[src/rtl/seq_multiplier.sv]
// Iterative shift-add multiplier, one partial-product step per clock.
// Signed mode multiplies magnitudes and applies the result sign at completion.
module seq_multiplier #(
  parameter int WIDTH = 4
) (
  input  logic               clk,
  input  logic               reset,
  input  logic               start,
  input  logic               is_signed,
  input  logic [WIDTH-1:0]   a,
  input  logic [WIDTH-1:0]   b,
  output logic               busy,
  output logic               done,
  output logic [2*WIDTH-1:0] product
);

  localparam int CW = $clog2(WIDTH + 1);

  typedef enum logic {
    IDLE = 1'b0,
    RUN  = 1'b1
  } state_t;

  state_t             state, state_next;
  logic [CW-1:0]      count;
  logic [2*WIDTH-1:0] mcand;
  logic [2*WIDTH-1:0] acc;
  logic [2*WIDTH-1:0] acc_step;
  logic [WIDTH-1:0]   mplier;
  logic [WIDTH-1:0]   mag_a;
  logic [WIDTH-1:0]   mag_b;
  logic               sign;
  logic               last;

  assign busy = (state == RUN);
  assign last = (count == CW'(WIDTH - 1));

  // Operand magnitudes; -2^(W-1) still fits as a W-bit unsigned value
  always_comb begin
    mag_a = a;
    mag_b = b;
    if (is_signed && a[WIDTH-1]) mag_a = '0 - a;
    if (is_signed && b[WIDTH-1]) mag_b = '0 - b;
  end

  // Accumulator after the current step, so completion can use it directly
  always_comb begin
    acc_step = acc;
    if (mplier[0]) acc_step = acc + mcand;
  end

  // State register
  always_ff @(posedge clk) begin
    if (reset) state <= IDLE;
    else       state <= state_next;
  end

  // Next-state logic
  always_comb begin
    state_next = state;
    case (state)
      IDLE:    if (start) state_next = RUN;
      RUN:     if (last)  state_next = IDLE;
      default: state_next = IDLE;
    endcase
  end

  // Datapath: operand capture, shift-add steps, result and done pulse
  always_ff @(posedge clk) begin
    if (reset) begin
      count   <= '0;
      mcand   <= '0;
      mplier  <= '0;
      acc     <= '0;
      sign    <= 1'b0;
      product <= '0;
      done    <= 1'b0;
    end else begin
      done <= 1'b0;
      case (state)
        IDLE: begin
          if (start) begin
            mcand  <= {{WIDTH{1'b0}}, mag_a};
            mplier <= mag_b;
            sign   <= is_signed & (a[WIDTH-1] ^ b[WIDTH-1]);
            acc    <= '0;
            count  <= '0;
          end
        end
        RUN: begin
          acc    <= acc_step;
          mcand  <= mcand << 1;
          mplier <= mplier >> 1;
          count  <= count + CW'(1);
          if (last) begin
            product <= sign ? ('0 - acc_step) : acc_step;
            done    <= 1'b1;
          end
        end
        default: ;
      endcase
    end
  end

endmodule

[config.mk]
export PLATFORM = sky130hd
export DESIGN_NAME = seq_multiplier
export DESIGN_NICKNAME = d
export VERILOG_FILES = /design/src/rtl/seq_multiplier.sv
export SDC_FILE = /design/constraint.sdc
export NUM_CORES = 1
export LEC_CHECK = 0
export ABC_AREA = 1
export BUFFER_PORTS_ARGS = -buffer_cell sky130_fd_sc_hd__clkbuf_2
export CAP_MARGIN = 30
export CORE_AREA = 4 4 72 74
export CTS_CLUSTER_DIAMETER = 150
export DETAILED_ROUTE_END_ITERATION = 10
export DIE_AREA = 0 0 76 78
export PLACE_DENSITY = 0.7
export SKIP_CTS_REPAIR_TIMING = 1
export SLEW_MARGIN = 0
export SYNTH_ARGS = -nofsm -noshare
export SYNTH_HDL_FRONTEND = slang
export SYNTH_SLANG_ARGS = --single-unit
export TNS_END_PERCENT = 20
[constraint.sdc]
create_clock -name clk -period 2.2 [get_ports clk]
set_clock_uncertainty 0.2 [all_clocks]
set_input_delay 0.22 -clock clk [delete_from_list [all_inputs] [get_ports clk]]
set_output_delay 0.22 -clock clk [all_outputs]
set_load 0.005 [all_outputs]
# After elaboration in Yosys (flattened, before gate mapping)
# Cells that the tools add are included.
op_classes:
  add_sub_neg: 5
  eq_ne: 2
  muxes: 16
  n_bitwise: 3
  n_reduce_logical: 5
op_table:
  columns: ["cell", "n"]
  rows:
  - ["$mux 8", 4]
  - ["$pmux 8 s2", 2]
  - ["$mux 4", 3]
  - ["$add 8x8->8", 1]
  - ["$pmux 4 s2", 1]
  - ["$sub 1x4->4 const A", 2]
  - ["$sub 1x8->8 const A", 1]
  - ["$pmux 3 s2", 1]
  - ["$reduce_and 2->1", 2]
  - ["$add 3x1->3 const B", 1]
  - ["$eq 3x2->1 const B", 1]
  - ["$mux 1", 3]
  - ["$mux 3", 1]
  - ["$logic_and 1x1->1", 2]
  - ["$ne 2x2->1 const B", 1]
  - ["$pmux 1 s2", 1]
  - ["$reduce_or 2->1", 1]
  - ["$and 1x1->1", 1]
  - ["$not 1->1", 1]
  - ["$xor 1x1->1", 1]
word_totals:
  regBits: 34
  inputBits: 12
  word_cells: 39

# Longest topological paths before layout
# Gate-level depths: netlist of the first run.
depth:
  ltp_word: 4
  depth_mapped: 16
  ltp_nobuf: 16

# Worst setup path after synthesis of the first run
# OpenSTA, ideal clock, no wires.
synth_path:
  path_type: "reg-to-reg"
  startpoint: "register mcand[0]"
  endpoint: "register product[6]"
  setup_time_ns: 0.117
  arrival_ns: 1.872
  required_ns: 1.883
  slack_ns: 0.011
  path_stages_with_launch: 14
  path_buffers: 0
  synth_period_minus_slack_ns: 2.189
  path_cell_list: "dfxtp_1 -> ha_1 -> fa_1 -> o21ai_2 -> ha_1 -> inv_1 -> nor2_1 -> nand3_1 -> nor2_1 -> nand2_1 -> nand2_1 -> nand2_1 -> nand2_1 -> o21ai_1"
synth_via:
  elab_chain_cells: 4
synth_rtl:
  columns: ["element", "line", "rtl"]
  rows:
  - ["start, declared", "26", "logic [2*WIDTH-1:0] mcand;"]
  - ["start signal, assigned", "83", "mcand <= {{WIDTH{1'b0}}, mag_a};"]
  - ["start signal, assigned", "92", "mcand <= mcand << 1;"]
  - ["$add 8x8->8 (*)", "49", "if (mplier[0]) acc_step = acc + mcand;"]
  - ["$mux 8 (*)", "49", null]
  - ["$sub 1x8->8", "96", "product <= sign ? ('0 - acc_step) : acc_step;"]
  - ["$mux 8 (*)", "96", null]
  - ["end signal, assigned", "96", null]
  - ["end, declared", "14", "output logic [2*WIDTH-1:0] product"]
# Every way passes the cells marked *; elsewhere a longest branch is shown, timed or not.
# A chain may end at the register's enable or synchronous reset.

# Final worst setup path of the first run
layout_path:
  startpoint: "register acc[0]"
  endpoint: "register product[6]"
layout_via:
  elab_chain_cells: 4
layout_rtl:
  columns: ["element", "line", "rtl"]
  rows:
  - ["start, declared", "27", "logic [2*WIDTH-1:0] acc;"]
  - ["start signal, assigned", "91", "acc <= acc_step;"]
  - ["$add 8x8->8", "49", null]
  - ["$mux 8 (*)", "49", null]
  - ["$sub 1x8->8", "96", null]
  - ["$mux 8 (*)", "96", null]
# Marked as above.

==> results of run 1 <==
-- flip-flops by register name, summed over array words and instances, names as in the netlist --
signal and cells:
done 1, count 3, sign 1, acc 8, product 8, mplier 4, mcand 8, busy 1
-- cells in the final DEF, fill, tap and decap left out, types with 3 or more instances in the layout --
master                     instances
sky130_fd_sc_hd__clkbuf_2         21
sky130_fd_sc_hd__inv_1            29
sky130_fd_sc_hd__xor2_1            3
sky130_fd_sc_hd__nand3_2           4
sky130_fd_sc_hd__nand2_2           3
sky130_fd_sc_hd__buf_4            11
sky130_fd_sc_hd__o21ai_0          13
sky130_fd_sc_hd__ha_1             10
sky130_fd_sc_hd__nor3_1            3
sky130_fd_sc_hd__a31oi_1           5
sky130_fd_sc_hd__nand2_1          97
sky130_fd_sc_hd__clkbuf_8          5
sky130_fd_sc_hd__nor2_2            3
sky130_fd_sc_hd__dfxtp_1          32
sky130_fd_sc_hd__o21ai_1           3
sky130_fd_sc_hd__nand3_1          12
sky130_fd_sc_hd__nor2_1           16
sky130_fd_sc_hd__or2_2             4
sky130_fd_sc_hd__a21oi_1          24
-- cell families (layout without fill, tap and decap cells) --
kind of cell,count (synthesis),after routing,synth area share [%]
AOI/OAI and AO/OA,52,52,15.0
xor gates and xnor gates,5,5,2.22
adders and majority gates,13,13,8.62
buffers and inverters,41,72,8.49
DFF,34,34,34.5
and+or+nand+nor,145,145,31.2
-- stage by stage --
stage                     util, %  hold slack [ns]  power (mW)  setup TNS [ns]  cells
after floorplan                 -            0.165       0.801               0    290
after global placement       47.4            0.241       0.852         -0.0366    366
after detailed placement     47.4            0.248       0.857          -0.128    366
after CTS                    49.1          -0.0170        1.30          -0.126    373
after global routing         50.4          0.00273        1.36          -0.560    375
final                        50.4         -0.00804        1.29          -0.101    375
-- power by group --
part / switching [mW] / total [mW] / internal, mW
registers: 0.0174 / 0.650 / 0.633
logic: 0.125 / 0.205 / 0.0802
clock network: 0.222 / 0.434 / 0.212
-- critical path: stages (launching register included) --
cell and delay, ns:
sky130_fd_sc_hd__dfxtp_2 0.33, sky130_fd_sc_hd__ha_4 0.16, sky130_fd_sc_hd__fa_1 0.47, sky130_fd_sc_hd__o21ai_2 0.19, sky130_fd_sc_hd__ha_2 0.20, sky130_fd_sc_hd__inv_2 0.04
sky130_fd_sc_hd__nor2_2 0.10, sky130_fd_sc_hd__nand3_2 0.09, sky130_fd_sc_hd__nor2_2 0.11, sky130_fd_sc_hd__nand2_1 0.05, sky130_fd_sc_hd__nand2_1 0.07, sky130_fd_sc_hd__nand2_1 0.05
sky130_fd_sc_hd__nand2_1 0.05, sky130_fd_sc_hd__o21ai_1 0.05
-- cell type report --
type,instances,share of cell area [%]
Clock buffer,5,2.97
Clock inverter,2,0.432
Inverter,32,5.40
Multi-Input combinational cell,215,50.2
Sequential cell,34,29.5
Tap cell,54,2.92
Timing Repair Buffer,33,8.54
-- worst max-delay path by stage --
stage | startpoint | depth (start not counted) | slack [ns] | to
finish | acc[0] | 13 | -0.08 | product[6]
global route | acc[0] | 13 | -0.21 | product[6]
CTS | mcand[0] | 13 | -0.1 | product[6]
detailed placement | mcand[0] | 13 | -0.09 | product[6]
global placement | mcand[0] | 13 | -0.04 | product[6]
floorplan | mcand[0] | 13 | 0.01 | product[6]
-- layer usage --
layer	vias up	GRT usage [%]	routed length (um)
met5	-	0	0
met1	834	18.7	2020
met2	28	25.2	2040
met3	7	3.60	193
li1	988	-	-
met4	0	6.41	43
-- cells in the mapped netlist, drive strengths merged (2+ instances only) --
cell type / instances / area share [%]
nand2: 100 / 19
dfxtp: 34 / 34
inv: 32 / 6.3
a21oi: 24 / 6.1
nor2: 21 / 4.8
o21ai: 19 / 5.8
nand3: 16 / 4.8
ha: 12 / 7.6
clkbuf: 7 / 1.4
a31oi: 5 / 1.6
or2: 4 / 1.3
nor3: 3 / 0.76
xor2: 3 / 1.3
buf: 2 / 0.76
o211ai: 2 / 0.76
xnor2: 2 / 0.89
==> results.py, run 1 <==
metrics = {
    "sta": {
        "grt_setup_unrepaired": "true",
        "slew_viol_final": 0,
        "fmax_mhz": 438,
        "timing_hold_violations_final": 1,
        "period_needed_ns": 2.28,
        "relSlewSlack_pct": 74.1,
        "whs_ns": -0.00804,
        "timing.final.ws_setup_ns": -0.0810,
        "setup_viol": 2,
        "timing_worst_slew_pin_value_ns": 0.387,
        "period_share_pct": 104,
    },
    "critical_path": {
        "critPathKind": "reg2reg",
        "worst-endpoint-required_ns": 2.18,
        "crit_path_max_fanout": 3,
        "rrSetupSlack_ns": -0.08,
        "element_type_at_the_critical_path_start": "register",
        "cp-end-kind": "register",
        "reg2reg_to": "product[6]",
        "r2r-start": "acc[0]",
        "critPathArrivalTime_ns": 2.27,
        "reg2reg_depth": 13,
    },
    "cts": {
        "clk_latency_worst_skew_pair_ns": 0.29,
        "cts_tree": "yes",
        "cts_root_buf": "sky130_fd_sc_hd__clkbuf_8",
        "cts.path.max_buffers": 2,
        "worst_setup_hold_path_clk_slew_ns": 0.07,
        "cts.sinks": 34,
        "cts-htree-levels": 2,
        "cts_made_buffers": 5,
    },
    "layout": {
        "seq_area_sq_um": 683,
        "finalInstanceArea_sq_mm": 0.00232,
        "layout-drive-gt1-share_pct": 20.2,
        "flow.area_growth_from_synthesis_pct": 17.3,
        "fill_cells": 451,
        "final_nets": 346,
        "antenna_cells": 0,
        "multi_input_comb_area_sq_mm": 0.00116,
    },
    "route": {
        "route.vias.total": 1857,
        "initial_drc_count": 134,
        "drc": 0,
        "detail_route.wirelength_um": 4290,
        "post_drt_wl_per_cell_um": 11.4,
        "drt.antenna.violating_nets": 0,
        "viasPerCell": 4.95,
        "dr.pass1.iters": 4,
    },
    "worst_hold_path": {
        "hold_path.class": "in2reg",
        "timing.hold.worst_path_depth": 2,
        "min-delay-start": "reset",
        "hold_path_end": "count[1]",
    },
    "logic_synthesis": {
        "post_synth_num_cell_types": 30,
        "asyncSetResetFlopFracSynth_pct": 0,
        "netlist_instances": 290,
        "synth-edff-count": 0,
        "ys_seq_elements": 34,
        "cell_area_after_synthesis_sq_mm": 0.00197,
        "synth_seq_area_share_pct": 34.5,
        "yosys_warnings": 0,
        "syn-mean-instance-area_sq_um": 6.81,
        "synth_flop_cell": "sky130_fd_sc_hd__dfxtp_1",
        "synth_nets": 315,
    },
    "status": {
        "run_status": "finished with violations",
        "violations": "hold timing, setup timing",
    },
    "pwr": {
        "total_leakage_power_nw": 1.10,
        "p_per_area_mw_per_mm2": 557,
        "power.ir.vdd_worst_mv": 0.281,
    },
    "global_route": {
        "initial_antenna_violation_count": 0,
        "maximum_number_of_pins_on_one_net_before_global_route_repair": 24,
        "grt_first_pass_wirelength_um": 7330,
        "number_of_global_route_vias_before_repair": 1678,
        "grt_overflow_total": 0,
        "grt_use_total_pct": 15.2,
    },
    "floorplan": {
        "die_height_um": 78,
        "rows": 25,
        "floorplan.die_area_sq_mm": 0.00593,
        "io_pins": 22,
        "coreArea_sq_mm": 0.00460,
        "die-width_um": 76,
        "start_util_pct": 42.9,
    },
    "job": {
        "cap_violations": 0,
    },
    "place": {
        "pre_cts_slack_ns": -0.0929,
        "place.gp.congestion": 0.845,
        "numPortBuffers": 21,
        "place_area_sq_mm": 0.00218,
        "post-dp-hpwl_um": 3190,
    },
}
(Power assumes the default switching activity.)
==> run 2, diff against run 1 <==
==> constraint.sdc (replaced) <==
create_clock -name clk -period 2.2 [get_ports clk]
set_clock_uncertainty 0.2 [all_clocks]
set_input_delay 0.11 -clock clk [delete_from_list [all_inputs] [get_ports clk]]
set_output_delay 0.11 -clock clk [all_outputs]
set_load 0.005 [all_outputs]
==> results.py, run 2 (same netlist as run 1, synthesis figures left out) <==
metrics = {
    "layout": {
        "flow.area_growth_from_synthesis_pct": 19.3,
        "final_nets": 350,
        "largest_registers": "acc (8), mcand (8), product (8)",
        "layout.cells.most_common_list": "97 x sky130_fd_sc_hd__nand2_1, 32 x sky130_fd_sc_hd__dfxtp_1, 29 x sky130_fd_sc_hd__inv_1",
        "finalInstanceArea_sq_mm": 0.00236,
        "finish.utilization_pct": 51.2,
        "layout-drive-gt1-share_pct": 20.0,
        "antenna_cells": 0,
        "final_common_cell": "sky130_fd_sc_hd__nand2_1",
    },
    "floorplan": {
        "start_util_pct": 42.9,
        "die_height_um": 78,
        "rows": 25,
        "io_pins": 22,
        "die-width_um": 76,
        "coreArea_sq_mm": 0.00460,
        "floorplan.die_area_sq_mm": 0.00593,
    },
    "critical_path": {
        "critPathArrivalTime_ns": 2.27,
        "crit_path_max_fanout": 3,
        "cp-end-kind": "register",
        "element_type_at_the_critical_path_start": "register",
        "worst-endpoint-required_ns": 2.18,
        "critPathKind": "reg2reg",
    },
    "status": {
        "run_status": "finished with violations",
        "violations": "hold timing, setup timing",
    },
    "pwr": {
        "pwr-share-clk_pct": 33.5,
        "power_frac_seq_pct": 50.2,
        "sw_frac_of_total_pct": 28.2,
        "switching_power_uw": 366,
        "total_leakage_power_nw": 1.12,
        "p_per_area_mw_per_mm2": 550,
        "p_comb_share_pct": 16.3,
        "power.ir.vdd_worst_mv": 0.282,
        "power.total_mw": 1.30,
        "p_int_uw": 930,
    },
    "route": {
        "post_drt_wl_per_cell_um": 11.4,
        "route.vias.total": 1872,
        "dr.pass1.iters": 4,
        "detail_route.wirelength_um": 4320,
        "viasPerCell": 4.94,
        "initial_drc_count": 157,
        "drt.antenna.violating_nets": 0,
        "drc": 0,
    },
    "worst_hold_path": {
        "hold_path.class": "in2reg",
    },
    "global_route": {
        "grt_use_total_pct": 15.2,
        "grt_first_pass_wirelength_um": 7330,
        "maximum_number_of_pins_on_one_net_before_global_route_repair": 24,
        "grt_overflow_total": 0,
        "number_of_global_route_vias_before_repair": 1678,
        "initial_antenna_violation_count": 0,
    },
    "cts": {
        "worst_setup_hold_path_clk_slew_ns": 0.07,
        "cts_root_buf": "sky130_fd_sc_hd__clkbuf_8",
        "cts_made_buffers": 5,
        "clk_latency_worst_skew_pair_ns": 0.29,
        "cts_tree": "yes",
        "cts.sinks": 34,
        "cts.path.max_buffers": 2,
        "cts-htree-levels": 2,
    },
    "sta": {
        "timing_worst_slew_pin_value_ns": 0.388,
        "timing.final.ws_setup_ns": -0.0812,
        "fmax_mhz": 438,
        "grt_setup_unrepaired": "true",
        "whs_ns": -0.0359,
        "slew_viol_final": 0,
        "timing_hold_violations_final": 1,
        "period_share_pct": 104,
        "relSlewSlack_pct": 74.0,
        "setup_viol": 2,
        "period_needed_ns": 2.28,
    },
    "job": {
        "cap_violations": 0,
    },
    "place": {
        "post-dp-hpwl_um": 3190,
        "place.gp.congestion": 0.845,
        "numPortBuffers": 21,
        "place_area_sq_mm": 0.00218,
    },
}
## run 2: power by group through the flow
stage | Clock [mW] | Combinational [mW] | Sequential, mW
final | 0.434 | 0.211 | 0.650
after global routing | 0.478 | 0.240 | 0.653
after CTS | 0.451 | 0.195 | 0.649
after detailed placement | 0 | 0.194 | 0.663
after global placement | 0 | 0.190 | 0.662
after floorplan | 0 | 0.145 | 0.656
## run 2: worst paths after layout
kind                            slack (ns)       start          to  depth (start not counted)
worst max-delay path                 -0.08      acc[0]  product[6]                         13
worst min-delay path                 -0.04        a[3]    mcand[3]                          3
worst max register to register       -0.08      acc[0]  product[6]                         13
worst min register to register        0.26  product[7]  product[7]                          2
## run 2: per-stage QoR
stage	setup slack, ns	TNS, ns	hold WS (ns)	std cells
floorplan	0.0110	0	0.0546	290
global placement	-0.0366	-0.0366	0.188	366
detailed placement	-0.0929	-0.128	0.187	366
CTS	-0.0960	-0.126	-0.127	373
global route	-0.211	-0.560	0.00639	379
finish	-0.0812	-0.102	-0.0359	379
## run 2: cell type report
class | count | area (sq um)
Tap cell | 54 | 67.6
Timing Repair Buffer | 37 | 238
Multi-Input combinational cell | 215 | 1160
Inverter | 32 | 125
Clock inverter | 2 | 10.0
Sequential cell | 34 | 683
Clock buffer | 5 | 68.8
Fill cell | 446 | 2240
## run 2: per-layer routing
| metal | vias to the layer above | track usage (%) | part of all wire, % |
|---|---|---|---|
| li1 | 995 | - | - |
| met3 | 7 | 3.60 | 4.2 |
| met4 | 0 | 6.41 | 1.0 |
| met1 | 841 | 18.7 | 48 |
| met5 | - | 0 | 0 |
| met2 | 29 | 25.2 | 47 |
## run 2: critical path, cell delays in order, from the launching register on
cell                      delay, ns
sky130_fd_sc_hd__dfxtp_2       0.33
sky130_fd_sc_hd__ha_4          0.16
sky130_fd_sc_hd__fa_1          0.47
sky130_fd_sc_hd__o21ai_2       0.19
sky130_fd_sc_hd__ha_2          0.20
sky130_fd_sc_hd__inv_2         0.04
sky130_fd_sc_hd__nor2_2        0.10
sky130_fd_sc_hd__nand3_2       0.09
sky130_fd_sc_hd__nor2_2        0.11
sky130_fd_sc_hd__nand2_1       0.05
sky130_fd_sc_hd__nand2_1       0.07
sky130_fd_sc_hd__nand2_1       0.05
sky130_fd_sc_hd__nand2_1       0.05
sky130_fd_sc_hd__o21ai_1       0.05
